File: src/rtl/re_ctrl_pkg.sv
// rtl/re_ctrl_pkg.sv - shared state encoding and counter sizing for the readout controller
package re_ctrl_pkg;

  typedef enum logic [2:0] {
    ST_IDLE,
    ST_ERASE,
    ST_EXPOSE,
    ST_READ_SEL,
    ST_READ_CONV,
    ST_DONE
  } state_e;

  // Width able to count 0..n-1, never narrower than one bit.
  function automatic int cnt_w(input int n);
    return (n <= 1) ? 1 : $clog2(n);
  endfunction

endpackage

File: src/rtl/re_control_multi_if.sv
// rtl/re_control_multi_if.sv - control inputs and pixel-array/ADC outputs of the readout controller
interface re_control_multi_if #(
  parameter int NUM_ROWS = 2,
  parameter int EXP_W    = 5
);

  logic                init;
  logic                exp_inc;
  logic                exp_dec;
  logic                cont;
  logic [NUM_ROWS-1:0] NRE;
  logic                ADC;
  logic                expose;
  logic                erase;
  logic                busy;
  logic                frame_done;
  logic [EXP_W-1:0]    exp_time;

  modport master (
    input  init, exp_inc, exp_dec, cont,
    output NRE, ADC, expose, erase, busy, frame_done, exp_time
  );

  modport slave (
    output init, exp_inc, exp_dec, cont,
    input  NRE, ADC, expose, erase, busy, frame_done, exp_time
  );

endinterface

File: src/rtl/exp_time_reg.sv
// rtl/exp_time_reg.sv - saturating up/down exposure-time register
module exp_time_reg #(
  parameter int EXP_W       = 5,
  parameter int EXP_DEFAULT = 4,
  parameter int EXP_MIN     = 2,
  parameter int EXP_MAX     = 30
) (
  input  logic             clk,
  input  logic             reset,
  input  logic             inc,
  input  logic             dec,
  output logic [EXP_W-1:0] value
);

  logic [EXP_W-1:0] value_q, value_d;

  // Simultaneous inc and dec cancel out and hold the value.
  always_comb begin
    value_d = value_q;
    if (inc && !dec && (value_q < EXP_W'(EXP_MAX))) begin
      value_d = value_q + 1'b1;
    end else if (dec && !inc && (value_q > EXP_W'(EXP_MIN))) begin
      value_d = value_q - 1'b1;
    end
  end

  always_ff @(posedge clk or negedge reset) begin
    if (!reset) begin
      value_q <= EXP_W'(EXP_DEFAULT);
    end else begin
      value_q <= value_d;
    end
  end

  assign value = value_q;

endmodule

File: src/rtl/re_control_multi.sv
// rtl/re_control_multi.sv - erase/expose/row-readout sequencer for an NUM_ROWS pixel array
module re_control_multi
  import re_ctrl_pkg::*;
#(
  parameter int NUM_ROWS     = 2,
  parameter int EXP_W        = 5,
  parameter int EXP_DEFAULT  = 4,
  parameter int EXP_MIN      = 2,
  parameter int EXP_MAX      = 30,
  parameter int ERASE_CYCLES = 2
) (
  input  logic               clk,
  input  logic               reset,
  re_control_multi_if.master bus
);

  localparam int ROW_W = cnt_w(NUM_ROWS);
  localparam int ERA_W = cnt_w(ERASE_CYCLES);
  localparam int PH_W  = (EXP_W > ERA_W) ? EXP_W : ERA_W;

  state_e              state_q, state_d;
  logic [PH_W-1:0]     phase_q, phase_d;
  logic [ROW_W-1:0]    row_q, row_d;
  logic [EXP_W-1:0]    lat_q, lat_d;
  logic [EXP_W-1:0]    exp_time;
  logic [NUM_ROWS-1:0] nre_q, nre_d;
  logic                adc_q, expose_q, erase_q, busy_q, done_q;

  exp_time_reg #(
    .EXP_W      (EXP_W),
    .EXP_DEFAULT(EXP_DEFAULT),
    .EXP_MIN    (EXP_MIN),
    .EXP_MAX    (EXP_MAX)
  ) u_exp_time (
    .clk  (clk),
    .reset(reset),
    .inc  (bus.exp_inc),
    .dec  (bus.exp_dec),
    .value(exp_time)
  );

  always_comb begin
    state_d = state_q;
    phase_d = phase_q;
    row_d   = row_q;
    lat_d   = lat_q;
    case (state_q)
      ST_IDLE: begin
        if (bus.init) begin
          state_d = ST_ERASE;
          phase_d = '0;
        end
      end
      ST_ERASE: begin
        // Exposure length is frozen here so mid-frame adjustments wait a frame.
        if (phase_q == PH_W'(ERASE_CYCLES - 1)) begin
          state_d = ST_EXPOSE;
          phase_d = '0;
          lat_d   = exp_time;
        end else begin
          phase_d = phase_q + 1'b1;
        end
      end
      ST_EXPOSE: begin
        if (phase_q == PH_W'(lat_q) - 1'b1) begin
          state_d = ST_READ_SEL;
          row_d   = '0;
        end else begin
          phase_d = phase_q + 1'b1;
        end
      end
      ST_READ_SEL: begin
        state_d = ST_READ_CONV;
      end
      ST_READ_CONV: begin
        if (row_q == ROW_W'(NUM_ROWS - 1)) begin
          state_d = ST_DONE;
        end else begin
          row_d   = row_q + 1'b1;
          state_d = ST_READ_SEL;
        end
      end
      ST_DONE: begin
        if (bus.cont) begin
          state_d = ST_ERASE;
          phase_d = '0;
        end else begin
          state_d = ST_IDLE;
        end
      end
      default: state_d = ST_IDLE;
    endcase
  end

  always_comb begin
    nre_d = '1;
    for (int i = 0; i < NUM_ROWS; i++) begin
      if (((state_d == ST_READ_SEL) || (state_d == ST_READ_CONV)) && (row_d == ROW_W'(i))) begin
        nre_d[i] = 1'b0;
      end
    end
  end

  // Outputs decode next state so they line up with the state they describe.
  always_ff @(posedge clk or negedge reset) begin
    if (!reset) begin
      state_q  <= ST_IDLE;
      phase_q  <= '0;
      row_q    <= '0;
      lat_q    <= EXP_W'(EXP_DEFAULT);
      nre_q    <= '1;
      adc_q    <= 1'b0;
      expose_q <= 1'b0;
      erase_q  <= 1'b0;
      busy_q   <= 1'b0;
      done_q   <= 1'b0;
    end else begin
      state_q  <= state_d;
      phase_q  <= phase_d;
      row_q    <= row_d;
      lat_q    <= lat_d;
      nre_q    <= nre_d;
      adc_q    <= (state_d == ST_READ_CONV);
      expose_q <= (state_d == ST_EXPOSE);
      erase_q  <= (state_d == ST_ERASE);
      busy_q   <= (state_d != ST_IDLE);
      done_q   <= (state_d == ST_DONE);
    end
  end

  assign bus.NRE        = nre_q;
  assign bus.ADC        = adc_q;
  assign bus.expose     = expose_q;
  assign bus.erase      = erase_q;
  assign bus.busy       = busy_q;
  assign bus.frame_done = done_q;
  assign bus.exp_time   = exp_time;

endmodule

File: src/flat_wrapper.sv
// flat-port wrapper written by rule: the top's interface ports become plain ports
module re_control_multi_flat import re_ctrl_pkg::*;
#(
  parameter int NUM_ROWS     = 2,
  parameter int EXP_W        = 5,
  parameter int EXP_DEFAULT  = 4,
  parameter int EXP_MIN      = 2,
  parameter int EXP_MAX      = 30,
  parameter int ERASE_CYCLES = 2
)
  (clk, reset, bus_init, bus_exp_inc, bus_exp_dec, bus_cont, bus_NRE, bus_ADC, bus_expose, bus_erase, bus_busy, bus_frame_done, bus_exp_time);
  re_control_multi_if #(.NUM_ROWS(NUM_ROWS), .EXP_W(EXP_W)) bus_i ();
  input  logic clk;
  input  logic reset;
  input wire logic [$bits(bus_i.init)-1:0] bus_init;
  input wire logic [$bits(bus_i.exp_inc)-1:0] bus_exp_inc;
  input wire logic [$bits(bus_i.exp_dec)-1:0] bus_exp_dec;
  input wire logic [$bits(bus_i.cont)-1:0] bus_cont;
  output wire logic [$bits(bus_i.NRE)-1:0] bus_NRE;
  output wire logic [$bits(bus_i.ADC)-1:0] bus_ADC;
  output wire logic [$bits(bus_i.expose)-1:0] bus_expose;
  output wire logic [$bits(bus_i.erase)-1:0] bus_erase;
  output wire logic [$bits(bus_i.busy)-1:0] bus_busy;
  output wire logic [$bits(bus_i.frame_done)-1:0] bus_frame_done;
  output wire logic [$bits(bus_i.exp_time)-1:0] bus_exp_time;
  assign bus_i.init = bus_init;
  assign bus_i.exp_inc = bus_exp_inc;
  assign bus_i.exp_dec = bus_exp_dec;
  assign bus_i.cont = bus_cont;
  assign bus_NRE = bus_i.NRE;
  assign bus_ADC = bus_i.ADC;
  assign bus_expose = bus_i.expose;
  assign bus_erase = bus_i.erase;
  assign bus_busy = bus_i.busy;
  assign bus_frame_done = bus_i.frame_done;
  assign bus_exp_time = bus_i.exp_time;
  re_control_multi #(.NUM_ROWS(NUM_ROWS), .EXP_W(EXP_W), .EXP_DEFAULT(EXP_DEFAULT), .EXP_MIN(EXP_MIN), .EXP_MAX(EXP_MAX), .ERASE_CYCLES(ERASE_CYCLES)) u_core (.clk(clk), .reset(reset), .bus(bus_i));
endmodule
File: config.mk
export PLATFORM = sky130hd
export DESIGN_NAME = re_control_multi_flat
export DESIGN_NICKNAME = d
export VERILOG_FILES = /design/src/rtl/re_ctrl_pkg.sv /design/src/rtl/re_control_multi_if.sv /design/src/rtl/exp_time_reg.sv /design/src/rtl/re_control_multi.sv /design/src/flat_wrapper.sv
export SDC_FILE = /design/constraint.sdc
export NUM_CORES = 1
export LEC_CHECK = 0
export CORE_ASPECT_RATIO = 1.1
export CORE_UTILIZATION = 54
export DETAILED_ROUTE_END_ITERATION = 16
export PLACE_DENSITY = 0.85
export SLEW_MARGIN = 20
export SYNTH_ARGS = -nofsm -noshare
export SYNTH_HDL_FRONTEND = slang
export SYNTH_SLANG_ARGS = --single-unit
File: constraint.sdc
create_clock -name clk -period 2.6 [get_ports clk]
set_input_delay 0.65 -clock clk [delete_from_list [all_inputs] [get_ports clk]]
set_output_delay 0.65 -clock clk [all_outputs]
set_load 0.05 [all_outputs]
# Word level (Yosys, flattened, before mapping)
# Index checks and enable logic that the tools add are counted.
# word_totals
ff_bits,26
latchBits,0
ram_bits,0
rom_bits,0
inputBits,6
out_inout_bits,12
mem_count,0
# op_classes
addsub,5
n_mul,0
div,0
order_cmp,2
eq_ne,15
shifts,0
n_mux,18
n_bitwise,1
reduce_logical,15
# op_table
operator,n
$mux 5,6
$pmux 5 s4,1
$pmux 3 s6,1
$eq 3x2->1 const B,4
$eq 3x3->1 const B,4
$mux 3,4
$add 5x1->5 const B,2
$sub 5x1->5 const B,2
$eq 3x1->1 const B,2
$logic_and 1x1->1,6
$ne 2x2->1 const B,3
$eq 5x1->1 const B,1
$eq 5x5->1,1
$gt 5x2->1 const B,1
$lt 5x5->1 const B,1
$mux 1,5
$reduce_and 4->1,1
$reduce_bool 4->1,1
$logic_not 3->1,1
$reduce_bool 3->1,1
$logic_not 1->1,2
$pmux 1 s2,1
$reduce_and 2->1,1
$reduce_bool 2->1,1
other kinds (3),3

# Logic depth before layout (Yosys ltp)
# Gate-level depths: netlist of run 1.
# logic_depth
depth_word,8
ltp_mapped,7
ltp_nobuf,7

# By module
# A second synthesis of run 1 with hierarchy kept.
# hier_totals
hier_cells,140
area_unflattened_um2,1475.2
# modules_own_cells
module,instances,cells_per_inst,area_per_inst_um2,seq_area_each_um2
re_control_multi,1,114,1148.6,529.3
exp_time_reg,1,26,326.6,126.4

# Worst setup path after synthesis of run 1
# No wires, ideal clock.
# synth_timing
path_type,register -> register
start,register u_core.u_exp_time.value_q[1] (netlist: u_core.u_exp_time.value[1])
end,register u_core.u_exp_time.value_q[4] (netlist: u_core.u_exp_time.value[4])
setup_time_ns,0.082
arrival_ns,2.089
t_required_ns,2.518
setup_slack_ns,0.429
path_stages_with_launch,8
n_path_buf,0
period_less_slack_ns,2.171
path_cell_list,dfrtp_1 -> nand4_1 -> nand3b_1 -> fa_1 -> a21o_1 -> a21oi_1 -> mux2i_1 -> xor2_1
# synth_between
elab_chain_len,3
elab_cells_between_ends,9
cone_classes,add/sub: 2; order compare: 2; mux: 2; reduce/logical: 3
# synth_lines
item,line_no,rtl
"start, declared",exp_time_reg.sv:15,"logic [EXP_W-1:0] value_q, value_d;"
"start signal, assigned",exp_time_reg.sv:29,value_q <= EXP_W'(EXP_DEFAULT);
"start signal, assigned",exp_time_reg.sv:31,value_q <= value_d;
$sub 5x1->5 (tied with other cells),exp_time_reg.sv:23,value_d = value_q - 1'b1;
$mux 5 (tied with other cells),exp_time_reg.sv:22,end else if (dec && !inc && (value_q > EXP_W'(EXP_MIN))) begin
$mux 5 / $reduce_bool 2->1 (equally long branches),n/a,
# Several ways; a longest one is shown, not always the timed one. The select of a mux whose other input is x is not followed.
# A chain may end at the register's enable or synchronous reset.

# Final worst setup path of run 1
# layout_timing
start,register u_core.u_exp_time.value_q[2] (netlist: u_core.u_exp_time.value[2])
end,output port bus_exp_time[2]
# layout_lines
item,line_no,rtl
"end, declared",flat_wrapper.sv:25,output wire logic [$bits(bus_i.exp_time)-1:0] bus_exp_time;
# No word-level cell between the ends.

==> results of run 1 <==
state kept, by name (all words and copies together), names as in the netlist, 2 cells and up:
name                     cells
u_core.lat_q                 5
u_core.phase_q               5
u_core.u_exp_time.value      5
u_core.state_q               3
u_core.bus.NRE               2
cells in the mapped netlist (3+ instances only):
| master | number | area, um2 |
|---|---|---|
| o21ai_0 | 6 | 30.03 |
| mux2_2 | 6 | 67.56 |
| ha_1 | 6 | 75.07 |
| a21oi_1 | 9 | 45.04 |
| xnor2_1 | 3 | 26.28 |
| nor2_1 | 10 | 37.54 |
| nor3_1 | 4 | 20.02 |
| a221o_1 | 3 | 30.03 |
| nand2_1 | 10 | 37.54 |
| dfrtp_1 | 22 | 550.5 |
| dfstp_2 | 4 | 105.1 |
| xor2_1 | 6 | 52.55 |
| inv_1 | 5 | 18.77 |
final timing paths:
| path | start | end | slack (ns) | depth (start not counted) |
|---|---|---|---|---|
| min in group asynchronous | reset | u_core.phase_q[0] | 0.67 | 2 |
| min reg2reg | u_core.row_q | u_core.bus.NRE[1] | 0.53 | 1 |
| min | u_core.row_q | u_core.bus.NRE[1] | 0.53 | 1 |
| max | u_core.u_exp_time.value[2] | bus_exp_time[2] | 0.22 | 1 |
| max reg2reg | u_core.lat_q[0] | u_core.phase_q[1] | 0.52 | 6 |
| max in group asynchronous | reset | u_core.u_exp_time.value[2] | 1.63 | 2 |
cell families after synthesis:
| family | after synthesis | share of synthesized area |
|---|---|---|
| fa+ha+maj | 7 | 0.06810 |
| simple gates | 46 | 0.1855 |
| flops | 26 | 0.4695 |
| buf+inv | 9 | 0.02599 |
| compound gates | 29 | 0.1389 |
| xor+xnor | 9 | 0.05645 |
| mux | 7 | 0.05555 |
layer usage:
layer  vias up  part of all wire  wire length (um)
met4         0            0.0094                24
met1       518              0.42              1068
met2        31              0.52              1319
li1        515                 -                 -
met5         -                 0                 0
met3         2             0.051               129
through the flow:
step           hold WS (ns)  power, mW  utilization  instance area, um2  instances
4_1_cts              0.5234      2.215       0.7025                1645        183
3_5_place_dp         0.5164      2.004       0.6870                1609        179
5_1_grt              0.5670      2.367       0.7025                1645        183
6_report             0.5276      2.194       0.7025                1645        183
2_1_floorplan        0.3544      1.659            -                1396        133
3_3_place_gp         0.4942      1.960       0.6870                1609        179
power groups by stage:
stage / registers [mW] / logic (mW) / clock network (mW)
floorplan: 0.990 / 0.669 / 0
global placement: 0.804 / 1.16 / 0
detailed placement: 0.812 / 1.19 / 0
CTS: 0.804 / 1.20 / 0.212
global route: 0.841 / 1.30 / 0.223
finish: 0.803 / 1.19 / 0.203
cell type report:
type	count	area [um2]
Multi-Input combinational cell	98	704.4
Fill cell	196	696.9
Sequential cell	26	655.6
Timing Repair Buffer	20	192.7
Tap cell	30	37.54
Clock buffer	4	36.28
Inverter	5	18.77
==> impl_metrics.json, run 1 <==
{
  "dp.final_hpwl_um": 1873,
  "fin_skew_ns": 0.007084,
  "wl_per_cell_um": 13.89,
  "min_path_type": "reg2reg",
  "fp.dieH_um": 55.33,
  "routabilityCongestion": 0.8210,
  "cts_buffer_depth": 2,
  "insertion_delay_ns": 0.32,
  "final.period_utilization": 0.9162,
  "finalWorstSetupSlack_ns": 0.2179,
  "clkPwrFrac": 0.093,
  "yosys_register_bits": 26,
  "htree_num_levels": 1,
  "cts_setup_buffers": 0,
  "fmax_mhz": 419.8,
  "switching_share": 0.4615,
  "intPower_mw": 1.181,
  "finalMaxSlewViolations": 0,
  "syn_area_um2": 1396,
  "num_antenna_cells": 0,
  "worst_pin_slew_ns": 0.5088,
  "synth_warnings": 0,
  "setup_violations": 0,
  "cp_top_family": "buffers and inverters",
  "vias": 1066,
  "grt_pass1_wl_um": 4719,
  "gr-usage-all-layers": 0.2216,
  "synth_edf_count": 0,
  "final_nets": 167,
  "drt-total-wl_um": 2542,
  "antenna_found_initial": 0,
  "final_cell_mix": "22 x dfrtp_1, 17 x clkdlybuf4s50_1, 10 x nand2_1, 10 x nor2_1, 9 x a21oi_1",
  "grt_use_met3": 0.04408,
  "setup_tns_ns": 0,
  "final_hold_viol_count": 0,
  "cts_tree": "built",
  "start_kind": "flip-flop",
  "use_met1": 0.2599,
  "synth_area_per_cell_um2": 10.50,
  "synth_ff_type": "dfrtp_1",
  "area_growth_pct": 17.83,
  "cp.arrival_ns": 1.73,
  "drive_above_1_share": 0.1634,
  "overflow": 0,
  "core_area_um2": 2342,
  "path_clk_slew_ns": 0.13,
  "detail-route-antenna-nets": 0,
  "max_stage_delay_ns": 0.82,
  "grt_util_met2": 0.3771,
  "synth.lib_cells_used.distinct": 43,
  "maxCapViolations": 0,
  "drt_iter0_drc": 28,
  "status": "finished, final reports clean",
  "die_area_um2": 2793,
  "slew_headroom": 0.6598,
  "synthCells": 133,
  "p_per_area_nw_per_um2": 1333,
  "cp_num_buf_inv": 1,
  "start_util": 0.5962,
  "place_ws_ns": 0.01038,
  "criticalPathCategory": "reg2out",
  "rows": 18,
  "die_w_um": 50.49,
  "cts_resized": 0,
  "grt_pass1_vias": 1102,
  "numPortBuffers": 17,
  "crit_fanout": 6,
  "cts-root-buf": "clkbuf_4",
  "ys_seq_area_frac": 0.4695,
  "io_pins": 18,
  "leakagePower_nw": 0.7105,
  "p_switching_mw": 1.012,
  "cp_slowest_cell": "clkdlybuf4s50_1",
  "cp_cell_sequence": "clkdlybuf4s50_1",
  "p_seq_frac": 0.366,
  "drc": 0,
  "postCtsHoldBufs": 0,
  "grt_max_degree": 27,
  "rsz0062_at_grt": "false",
  "detail_route.vias_per_cell": 5.825,
  "fin_crit_ns": 2.382,
  "endpoint_kind": "output pin",
  "first_pass_iters": 5,
  "worstPathRequired_ns": 1.95,
  "syn_nets": 146,
  "numCtsBuffers": 3,
  "final_common_cell": "dfrtp_1",
  "power_frac_comb": 0.541,
  "clock_sinks": 26,
  "postSynth.asyncResetShare": 1.000,
  "top_usage_layer": "met2",
  "ir_drop_mv": 0.9394
}
(Power assumes the default switching activity.)
==> run 2, diff against run 1 <==
--- a/config.mk
+++ b/config.mk
@@ -7,7 +7,9 @@
 export LEC_CHECK = 0
 export CORE_ASPECT_RATIO = 1.1
 export CORE_UTILIZATION = 54
+export CTS_CLUSTER_DIAMETER = 150
 export DETAILED_ROUTE_END_ITERATION = 16
+export GPL_TIMING_DRIVEN = 0
 export PLACE_DENSITY = 0.85
 export SLEW_MARGIN = 20
 export SYNTH_ARGS = -nofsm -noshare
==> run 2 against run 1 <==
Net effect: sequential power shrank 5.5%; wire length grew 5.2%; fmax shrank 0.40%; cell area shrank 0.61%; clock skew shrank 0.0044 ns; critical path depth is the same; combinational power grew 4%; cell count grew 0.55%; sequential share of layout area grew 0.24 points; power grew 0.75%; highest routed layer unchanged; sequential cell count is the same.
==> impl_metrics.json, run 2 (synthesis results as in run 1) <==
{
  "rsz0062_at_grt": "false",
  "drt_iter0_drc": 36,
  "die_area_um2": 2793,
  "criticalPathCategory": "reg2out",
  "drt-total-wl_um": 2674,
  "path_depth": 1,
  "fmax_mhz": 418.1,
  "overflow": 0,
  "final_core_utilization": 0.6982,
  "final_hold_viol_count": 0,
  "worstPathRequired_ns": 1.95,
  "numPortBuffers": 17,
  "cp-startpoint": "u_core.u_exp_time.value[2]",
  "drc": 0,
  "first_pass_iters": 4,
  "final_nets": 168,
  "holdWs_ns": 0.2968,
  "detail-route-antenna-nets": 0,
  "grt_pass1_wl_um": 4629,
  "grt_max_degree": 27,
  "cts-root-buf": "clkbuf_4",
  "cp_cell_sequence": "clkdlybuf4s50_1",
  "grt_pass1_vias": 1065,
  "r2r-start": "u_core.phase_q[1]",
  "ir_drop_mv": 0.9693,
  "numCtsBuffers": 3,
  "final_cell_mix": "22 x dfrtp_1, 16 x clkdlybuf4s50_1, 10 x nand2_1, 10 x nor2_1, 9 x a21oi_1",
  "leakagePower_nw": 0.7058,
  "fin_crit_ns": 2.392,
  "die_w_um": 50.49,
  "worst_pin_slew_ns": 0.7545,
  "io_pins": 18,
  "slew_headroom": 0.4899,
  "p_per_area_nw_per_um2": 1352,
  "finalMaxSlewViolations": 0,
  "htree_num_levels": 1,
  "insertion_delay_ns": 0.32,
  "area_growth_pct": 17.11,
  "cts_setup_buffers": 0,
  "fin_skew_ns": 0.002659,
  "core_area_um2": 2342,
  "cts_tree": "built",
  "cts_buffer_depth": 2,
  "cp.arrival_ns": 1.74,
  "min_path_type": "in2async",
  "setup_violations": 0,
  "cp_num_buf_inv": 1,
  "max_stage_delay_ns": 0.81,
  "status": "finished, final reports clean",
  "cts_resized": 0,
  "final.period_utilization": 0.9199,
  "gr-usage-all-layers": 0.2133,
  "postCtsHoldBufs": 0,
  "antenna_found_initial": 0,
  "cp_top_family": "buffers and inverters",
  "r2r-end": "u_core.lat_q[3]",
  "reg2reg_setup_slack_ns": 0.31,
  "vias": 1082,
  "detail_route.vias_per_cell": 5.880,
  "num_antenna_cells": 0,
  "setup_tns_ns": 0,
  "start_util": 0.5962,
  "drive_above_1_share": 0.1623,
  "path_clk_slew_ns": 0.14,
  "maxCapViolations": 0,
  "fp.dieH_um": 55.33,
  "dp.final_hpwl_um": 1937,
  "cp-endpoint": "bus_exp_time[2]",
  "endpoint_kind": "output pin",
  "start_kind": "flip-flop",
  "r2r_cells": 6,
  "crit_fanout": 6,
  "final_common_cell": "dfrtp_1",
  "wl_per_cell_um": 14.53,
  "cp_slowest_cell": "clkdlybuf4s50_1",
  "routabilityCongestion": 0.8898,
  "clock_sinks": 26,
  "rows": 18
}
[run 2: cell types whose count changed in the layout (fill, tap and decap cells not counted), sizes merged]
cell / delta
clkbuf: +2
clkdlybuf4s50: -1
[run 2: power breakdown]
part | leakage [nW] | total (mW) | internal (mW) | switching, mW
Clock | 0.0210 | 0.207 | 0.0856 | 0.121
Sequential | 0.317 | 0.759 | 0.584 | 0.175
Combinational | 0.368 | 1.24 | 0.508 | 0.737
[run 2: final cells by class]
class | instances | area [um2]
timing repair buffer | 17 | 165.2
tap | 30 | 37.54
clock buffer | 4 | 36.28
sequential | 26 | 655.6
buffer | 4 | 17.52
multi-input combinational | 98 | 704.4
fill | 182 | 706.9
inverter | 5 | 18.77
[run 2: worst min path at each step]
stage | from | endpoint | slack, ns
6_report | reset | u_core.bus.ADC | 0.30
5_1_grt | reset | u_core.bus.ADC | 0.33
4_1_cts | u_core.row_q | u_core.bus.NRE[1] | 0.52
3_5_place_dp | u_core.row_q | u_core.bus.NRE[1] | 0.49
3_3_place_gp | u_core.row_q | u_core.bus.NRE[1] | 0.50
2_1_floorplan | reset | u_core.bus.ADC | 0.35
[run 2: per-stage QoR]
step	cell area, um2	setup WS (ns)	total power [mW]	instances
3_5_place_dp	1604	-0.1060	2.005	180
2_1_floorplan	1396	0.4291	1.659	133
4_1_cts	1640	0.2053	2.215	184
3_3_place_gp	1604	-0.01751	1.947	180
6_report	1635	0.2082	2.210	184
5_1_grt	1635	0.09673	2.365	184
[run 2: metal layers]
layer | global-route usage | wire length, um | vias to the layer above
met4 | 0.05952 | 26 | 0
met2 | 0.3695 | 1364 | 38
li1 | - | - | 514
met3 | 0.03581 | 132 | 6
met5 | 0 | 0 | -
met1 | 0.2698 | 1149 | 524
==> edit 1, RTL diff (flow settings as in run 1) <==
`EXP_MAX` is set to 30 in 3 places; all go to 22.
--- a/src/rtl/exp_time_reg.sv
+++ b/src/rtl/exp_time_reg.sv
@@ -4,5 +4,5 @@
   parameter int EXP_DEFAULT = 4,
   parameter int EXP_MIN     = 2,
-  parameter int EXP_MAX     = 30
+  parameter int EXP_MAX     = 22
 ) (
   input  logic             clk,
--- a/src/rtl/re_control_multi.sv
+++ b/src/rtl/re_control_multi.sv
@@ -7,5 +7,5 @@
   parameter int EXP_DEFAULT  = 4,
   parameter int EXP_MIN      = 2,
-  parameter int EXP_MAX      = 30,
+  parameter int EXP_MAX      = 22,
   parameter int ERASE_CYCLES = 2
 ) (
--- a/src/flat_wrapper.sv
+++ b/src/flat_wrapper.sv
@@ -6,5 +6,5 @@
   parameter int EXP_DEFAULT  = 4,
   parameter int EXP_MIN      = 2,
-  parameter int EXP_MAX      = 30,
+  parameter int EXP_MAX      = 22,
   parameter int ERASE_CYCLES = 2
 )
Behaviour: same outputs for any inputs over 10 cycles, from zero or initial values and one cycle with reset low; that may be too few to reach the edited logic, so the function may still have changed.
==> edit 1 against run 1 <==
- worst hold slack improved by 0.0027 ns
- non-clock buffer count grew 3
- count of clock-buffer cells in the layout stayed put
- worst setup slack worse by 0.018 ns
- area after synthesis shrank 0.99%
- via count fell by 1.9%
- design area is essentially flat
- critical path depth did not move
- sequential cell count stayed put
- global-route usage is 1.3 points lower
- sequential share of layout area about the same
- power up 1.1%
- critical path type unchanged
- routed wire length up 4.7%
==> edit 1: results (changes against run 1) <==
| Metric | Value |
|---|---|
| Vias in the first global route | `948 (was 1102)` |
| RePlAce Congestion | `0.745 (was 0.821)` |
| First-iteration detailed-routing DRC count | `20 (was 28)` |
| Post-synthesis compound-gate area fraction | `13.5% (was 13.9%)` |
| Hold WC Path Type | `flop to flop (unchanged)` |
| Drt total wl | `2660 um (was 2540 um)` |
| Crit. Startpoint | `u_core.u_exp_time.value[2] (unchanged)` |
| Max VDD drop | `0.00105 V (was 0.000939 V)` |
| Reg-to-Reg Start | `u_core.u_exp_time.value[1] (was u_core.lat_q[0])` |
| Switching Fraction | `45.4% (was 46.1%)` |
| Post-synthesis mux area share | `5.61% (was 5.56%)` |
| Worst path arrival time | `1.75 ns (was 1.73 ns)` |
| Clk_skew | `0.00439 ns (was 0.00708 ns)` |
| Hold wc startpoint | `u_core.u_exp_time.value[2] (was u_core.row_q)` |
| Nets | `165 (was 167)` |
| CTS Buffer Depth | `2 (unchanged)` |
| Layout fillers | `192 (was 196)` |
| GRT Total Usage | `20.9% (was 22.2%)` |
| Yosys cell types | `37 (was 43)` |
| Status | `completed (unchanged)` |
| Commonest cells in the netlist | `22 x dfrtp_1, 9 x o21ai_0, 8 x xnor2_1 (was 22 x dfrtp_1, 10 x nand2_1, 10 x nor2_1)` |
| XOR/XNOR Fraction of Synth Area | `7.60% (was 5.65%)` |
| Leak | `0.000727 uW (was 0.000710 uW)` |
| Register area share after synthesis | `47.4% (was 47.0%)` |
| Htree depth | `1 (unchanged)` |
| TritonCTS Buffers | `3 (unchanged)` |
| TritonRoute pass-1 iters | `4 (was 5)` |
| Placed wire-length estimate | `1930 um (was 1870 um)` |
| Post-synthesis adder-cell area fraction | `6.88% (was 6.81%)` |
| Area contributors post-synth | `dfrtp_1 40%, dfstp_2 7.6%, ha_1 5.4%, xnor2_1 5.1%, mux2_2 4.9% (was dfrtp_1 39%, dfstp_2 7.5%, ha_1 5.4%, mux2_2 4.8%, xor2_1 3.8%)` |
| Detail-routed via count per cell | `5.78 (was 5.83)` |
| Post-Syn Nets | `141 (was 146)` |
| Non-Filler Instances | `181 (was 183)` |
| Post-synthesis average cell area | `10.8 um^2 (was 10.5 um^2)` |
| Normalized max-slew margin | `53.0% (was 66.0%)` |
| First-pass GRT wire length | `4150 um (was 4720 um)` |
| Layout cells sized above 1 | `17.2% (was 16.3%)` |
[edit 1: metal layers]
| metal | wire length [um] | track usage [%] | vias to the layer above | part of all wire [%] |
|---|---|---|---|---|
| met5 | 0 | 0 | - | 0 |
| met4 | 14 | 11.0 | 0 | 0.53 |
| met3 | 87 | 3.83 | 2 | 3.3 |
| met2 | 1350 | 38.4 | 24 | 51 |
| met1 | 1210 | 23.3 | 518 | 45 |
| li1 | - | - | 502 | - |
[edit 1: worst paths after layout]
| check | endpoint | slack (ns) | cells past startpoint |
|---|---|---|---|
| max in group asynchronous | u_core.lat_q[2] | 1.63 | 2 |
| hold reg to reg | u_core.u_exp_time.value[2] | 0.53 | 2 |
| setup / recovery | bus_exp_time[2] | 0.20 | 1 |
| setup reg to reg | u_core.u_exp_time.value[4] | 0.40 | 8 |
| min in group asynchronous | u_core.bus.erase | 0.67 | 2 |
| hold / removal | u_core.u_exp_time.value[2] | 0.53 | 2 |
[edit 1: area by class of cell]
class,instances,area share [%]
Tap cell,30,2.28
Sequential cell,26,39.8
Timing Repair Buffer,23,13.1
Inverter,6,1.37
Multi-Input combinational cell,92,41.3
Clock buffer,4,2.20
[edit 1: metrics by stage]
step                      utilization, %  setup WS, ns  area, um^2
final                               70.3         0.200        1650
after global routing                70.3         0.119        1650
after CTS                           70.3         0.197        1650
after detailed placement            68.8        -0.113        1610
after global placement              68.8        0.0120        1610
after floorplan                        -         0.282        1380
[edit 1: logic make-up after synthesis]
group,Yosys count
buffers and inverters,10
XOR/XNOR,12
flip-flops,26
adder cells (fa/ha/maj),7
AND/OR/NAND/NOR,38
AO/OA/AOI/OAI,28
multiplexers,7
[edit 1: power groups by stage]
stage / logic, uW / registers (uW) / clock network [uW]
detailed placement: 1230 / 776 / 0
global placement: 1180 / 759 / 0
floorplan: 681 / 967 / 0
global route: 1340 / 795 / 225
CTS: 1250 / 769 / 210
finish: 1240 / 769 / 205
==> edit 2, RTL diff (settings of run 1) <==
Without the edit above. Encoding of `state_e`: now one-hot (6 bits for 6 states).
--- a/src/rtl/re_ctrl_pkg.sv
+++ b/src/rtl/re_ctrl_pkg.sv
@@ -2,11 +2,11 @@
 package re_ctrl_pkg;
 
-  typedef enum logic [2:0] {
-    ST_IDLE,
-    ST_ERASE,
-    ST_EXPOSE,
-    ST_READ_SEL,
-    ST_READ_CONV,
-    ST_DONE
+  typedef enum logic [5:0] {
+    ST_IDLE      = 6'b000001,
+    ST_ERASE     = 6'b000010,
+    ST_EXPOSE    = 6'b000100,
+    ST_READ_SEL  = 6'b001000,
+    ST_READ_CONV = 6'b010000,
+    ST_DONE      = 6'b100000
   } state_e;
 
Behaviour: no difference found for any inputs over 10 cycles, from zero or initial values and one cycle with reset low; not proved beyond that.
==> edit 2 against run 1 <==
- area after synthesis increased by 11%
- worst setup slack got worse by 0.028 ns
- sequential power decreased by 6.7%
- sequential cell count increased by 3
- power decreased by 6.8%
- design area increased by 12%
- routed wire length increased by 16%
- critical path depth unchanged
- die area increased by 11%
- largest cell class unchanged
- largest power group unchanged
- highest routed layer unchanged
==> edit 2: results (changes against run 1) <==
| Metric | Value |
|---|---|
| Commonest cells in the netlist | `24 x dfrtp_1, 11 x nand2_1, 8 x mux2_2, 8 x nor2_1 (was 22 x dfrtp_1, 10 x nand2_1, 10 x nor2_1)` |
| Status | `completed (unchanged)` |
| Htree depth | `2 (was 1)` |
| Vias in the first global route | `1125 (was 1102)` |
| Leak | `0.000885 uW (was 0.000710 uW)` |
| WL/cell | `15.0 um (was 13.9 um)` |
| Post-synth ARST share | `100% (unchanged)` |
| Yosys cell types | `41 (was 43)` |
| Pre-CTS setup slack | `-0.0296 ns (was 0.0104 ns)` |
| Hold WC Path Type | `flop to flop (unchanged)` |
| TritonCTS Buffers | `5 (was 3)` |
| Critical Path Fanout Max | `6 (unchanged)` |
| CTS Buffer Depth | `2 (unchanged)` |
| Hold Path Depth | `1 (unchanged)` |
| GRT Total Usage | `23.3% (was 22.2%)` |
| Reg2Reg Setup Slack | `0.38 ns (was 0.52 ns)` |
| Layout fillers | `218 (was 196)` |
| Clock latency on the worst-skew pair | `0.34 ns (was 0.32 ns)` |
| Post-Syn Nets | `151 (was 146)` |
| Crit. Startpoint | `u_core.u_exp_time.value[2] (unchanged)` |
| Ys Warns | `0 (unchanged)` |
| Clk slew on worst S/H paths | `0.10 ns (was 0.13 ns)` |
| Critical R2R Capture | `u_core.phase_q[2] (was u_core.phase_q[1])` |
| Period Utilization, post-route | `92.7% (was 91.6%)` |
| Clk_skew | `0.0110 ns (was 0.00708 ns)` |
| Placed wire-length estimate | `2180 um (was 1870 um)` |
| Cell depth of the worst flop-to-flop path | `5 (was 6)` |
| Area contributors post-synth | `dfrtp_1 39%, dfstp_2 8.4%, mux2_2 5.8%, ha_1 4.8%, xnor2_1 3.4% (was dfrtp_1 39%, dfstp_2 7.5%, ha_1 5.4%, mux2_2 4.8%, xor2_1 3.8%)` |
| RePlAce Congestion | `0.868 (was 0.821)` |
| Post-synthesis average cell area | `11.3 um^2 (was 10.5 um^2)` |
| First-iteration detailed-routing DRC count | `23 (was 28)` |
| Nets | `176 (was 167)` |
| Register with the most flip-flops | `u_core.state_q` |
| Reg-to-Reg Start | `u_core.lat_q[2] (was u_core.lat_q[0])` |
| Largest net degree at the start of global routing | `30 (was 27)` |
| Antenna cell count | `0 (unchanged)` |
| CTS resizes | `0 (unchanged)` |
| Non-Filler Instances | `197 (was 183)` |
| Delay-heaviest family, CP | `buffers and inverters (unchanged)` |
| Layout cells sized above 1 | `20.1% (was 16.3%)` |
| Primary FF master, synth | `dfrtp_1 (unchanged)` |
| Max VDD drop | `0.000787 V (was 0.000939 V)` |
| Final hold vios | `0 (unchanged)` |
| Slowest stage delay, CP | `0.82 ns (about the same)` |
| IO Port Bufs | `17 (unchanged)` |
| Least-Margin Pin Slew | `0.528 ns (was 0.509 ns)` |
| Via count | `1159 (was 1066)` |
| Register area share after synthesis | `47.0% (about the same)` |
| TritonRoute pass-1 iters | `4 (was 5)` |
| First-pass GRT wire length | `5070 um (was 4720 um)` |
| DP Cell Count | `189 (was 179)` |
[edit 2: changes by cell type after synthesis, moves of 3 or more]
cell / delta
and4b_1: +4
a221o_1: -3
xnor2_1: +3
nand4b_1: +3
[edit 2: power by group]
part           switching, uW  leakage, uW  internal (uW)
clock network            162    0.0000382            132
registers                155     0.000368            594
logic                    554     0.000479            447
[edit 2: how the worst min path moves through the flow]
stage	from	to	slack, ns
after floorplan	reset	u_core.bus.ADC	0.35
after global placement	u_core.row_q	u_core.bus.NRE[1]	0.47
after detailed placement	u_core.row_q	u_core.bus.NRE[1]	0.49
after CTS	u_core.row_q	u_core.bus.NRE[1]	0.50
after global routing	u_core.row_q	u_core.bus.NRE[1]	0.56
final	u_core.row_q	u_core.bus.NRE[1]	0.50
[edit 2: through the flow]
step	TNS (ns)	cell area [um^2]	power, uW	utilization [%]
after floorplan	0	1560	1480	-
after global placement	0	1770	1710	64.4
after detailed placement	-0.0296	1770	1750	64.4
after CTS	0	1840	2060	66.7
after global routing	0	1840	2170	66.7
final	0	1840	2040	66.7
[edit 2: cell type report]
| type | instances | share of cell area, % |
|---|---|---|
| repair buffers | 19 | 10.1 |
| clock inverters | 2 | 0.749 |
| inverters | 7 | 1.43 |
| well taps | 33 | 2.25 |
| clock buffers | 6 | 2.79 |
| multi-input cells | 101 | 42.8 |
| flip-flops and latches | 29 | 39.9 |
[edit 2: cell families after synthesis]
| kind of cell | synth area share (%) |
|---|---|
| and+or+nand+nor | 18.9 |
| adders and majority gates | 6.11 |
| buffers and inverters | 2.41 |
| DFF | 47.0 |
| xor gates and xnor gates | 7.72 |
| muxes | 6.43 |
| AOI/OAI and AO/OA | 11.4 |
[edit 2: per-layer routing]
| layer | global-route usage (%) | part of all wire [%] |
|---|---|---|
| met1 | 27.8 | 42 |
| met3 | 6.98 | 4.0 |
| met2 | 38.5 | 51 |
| met5 | 0 | 0 |
| met4 | 10.2 | 2.4 |
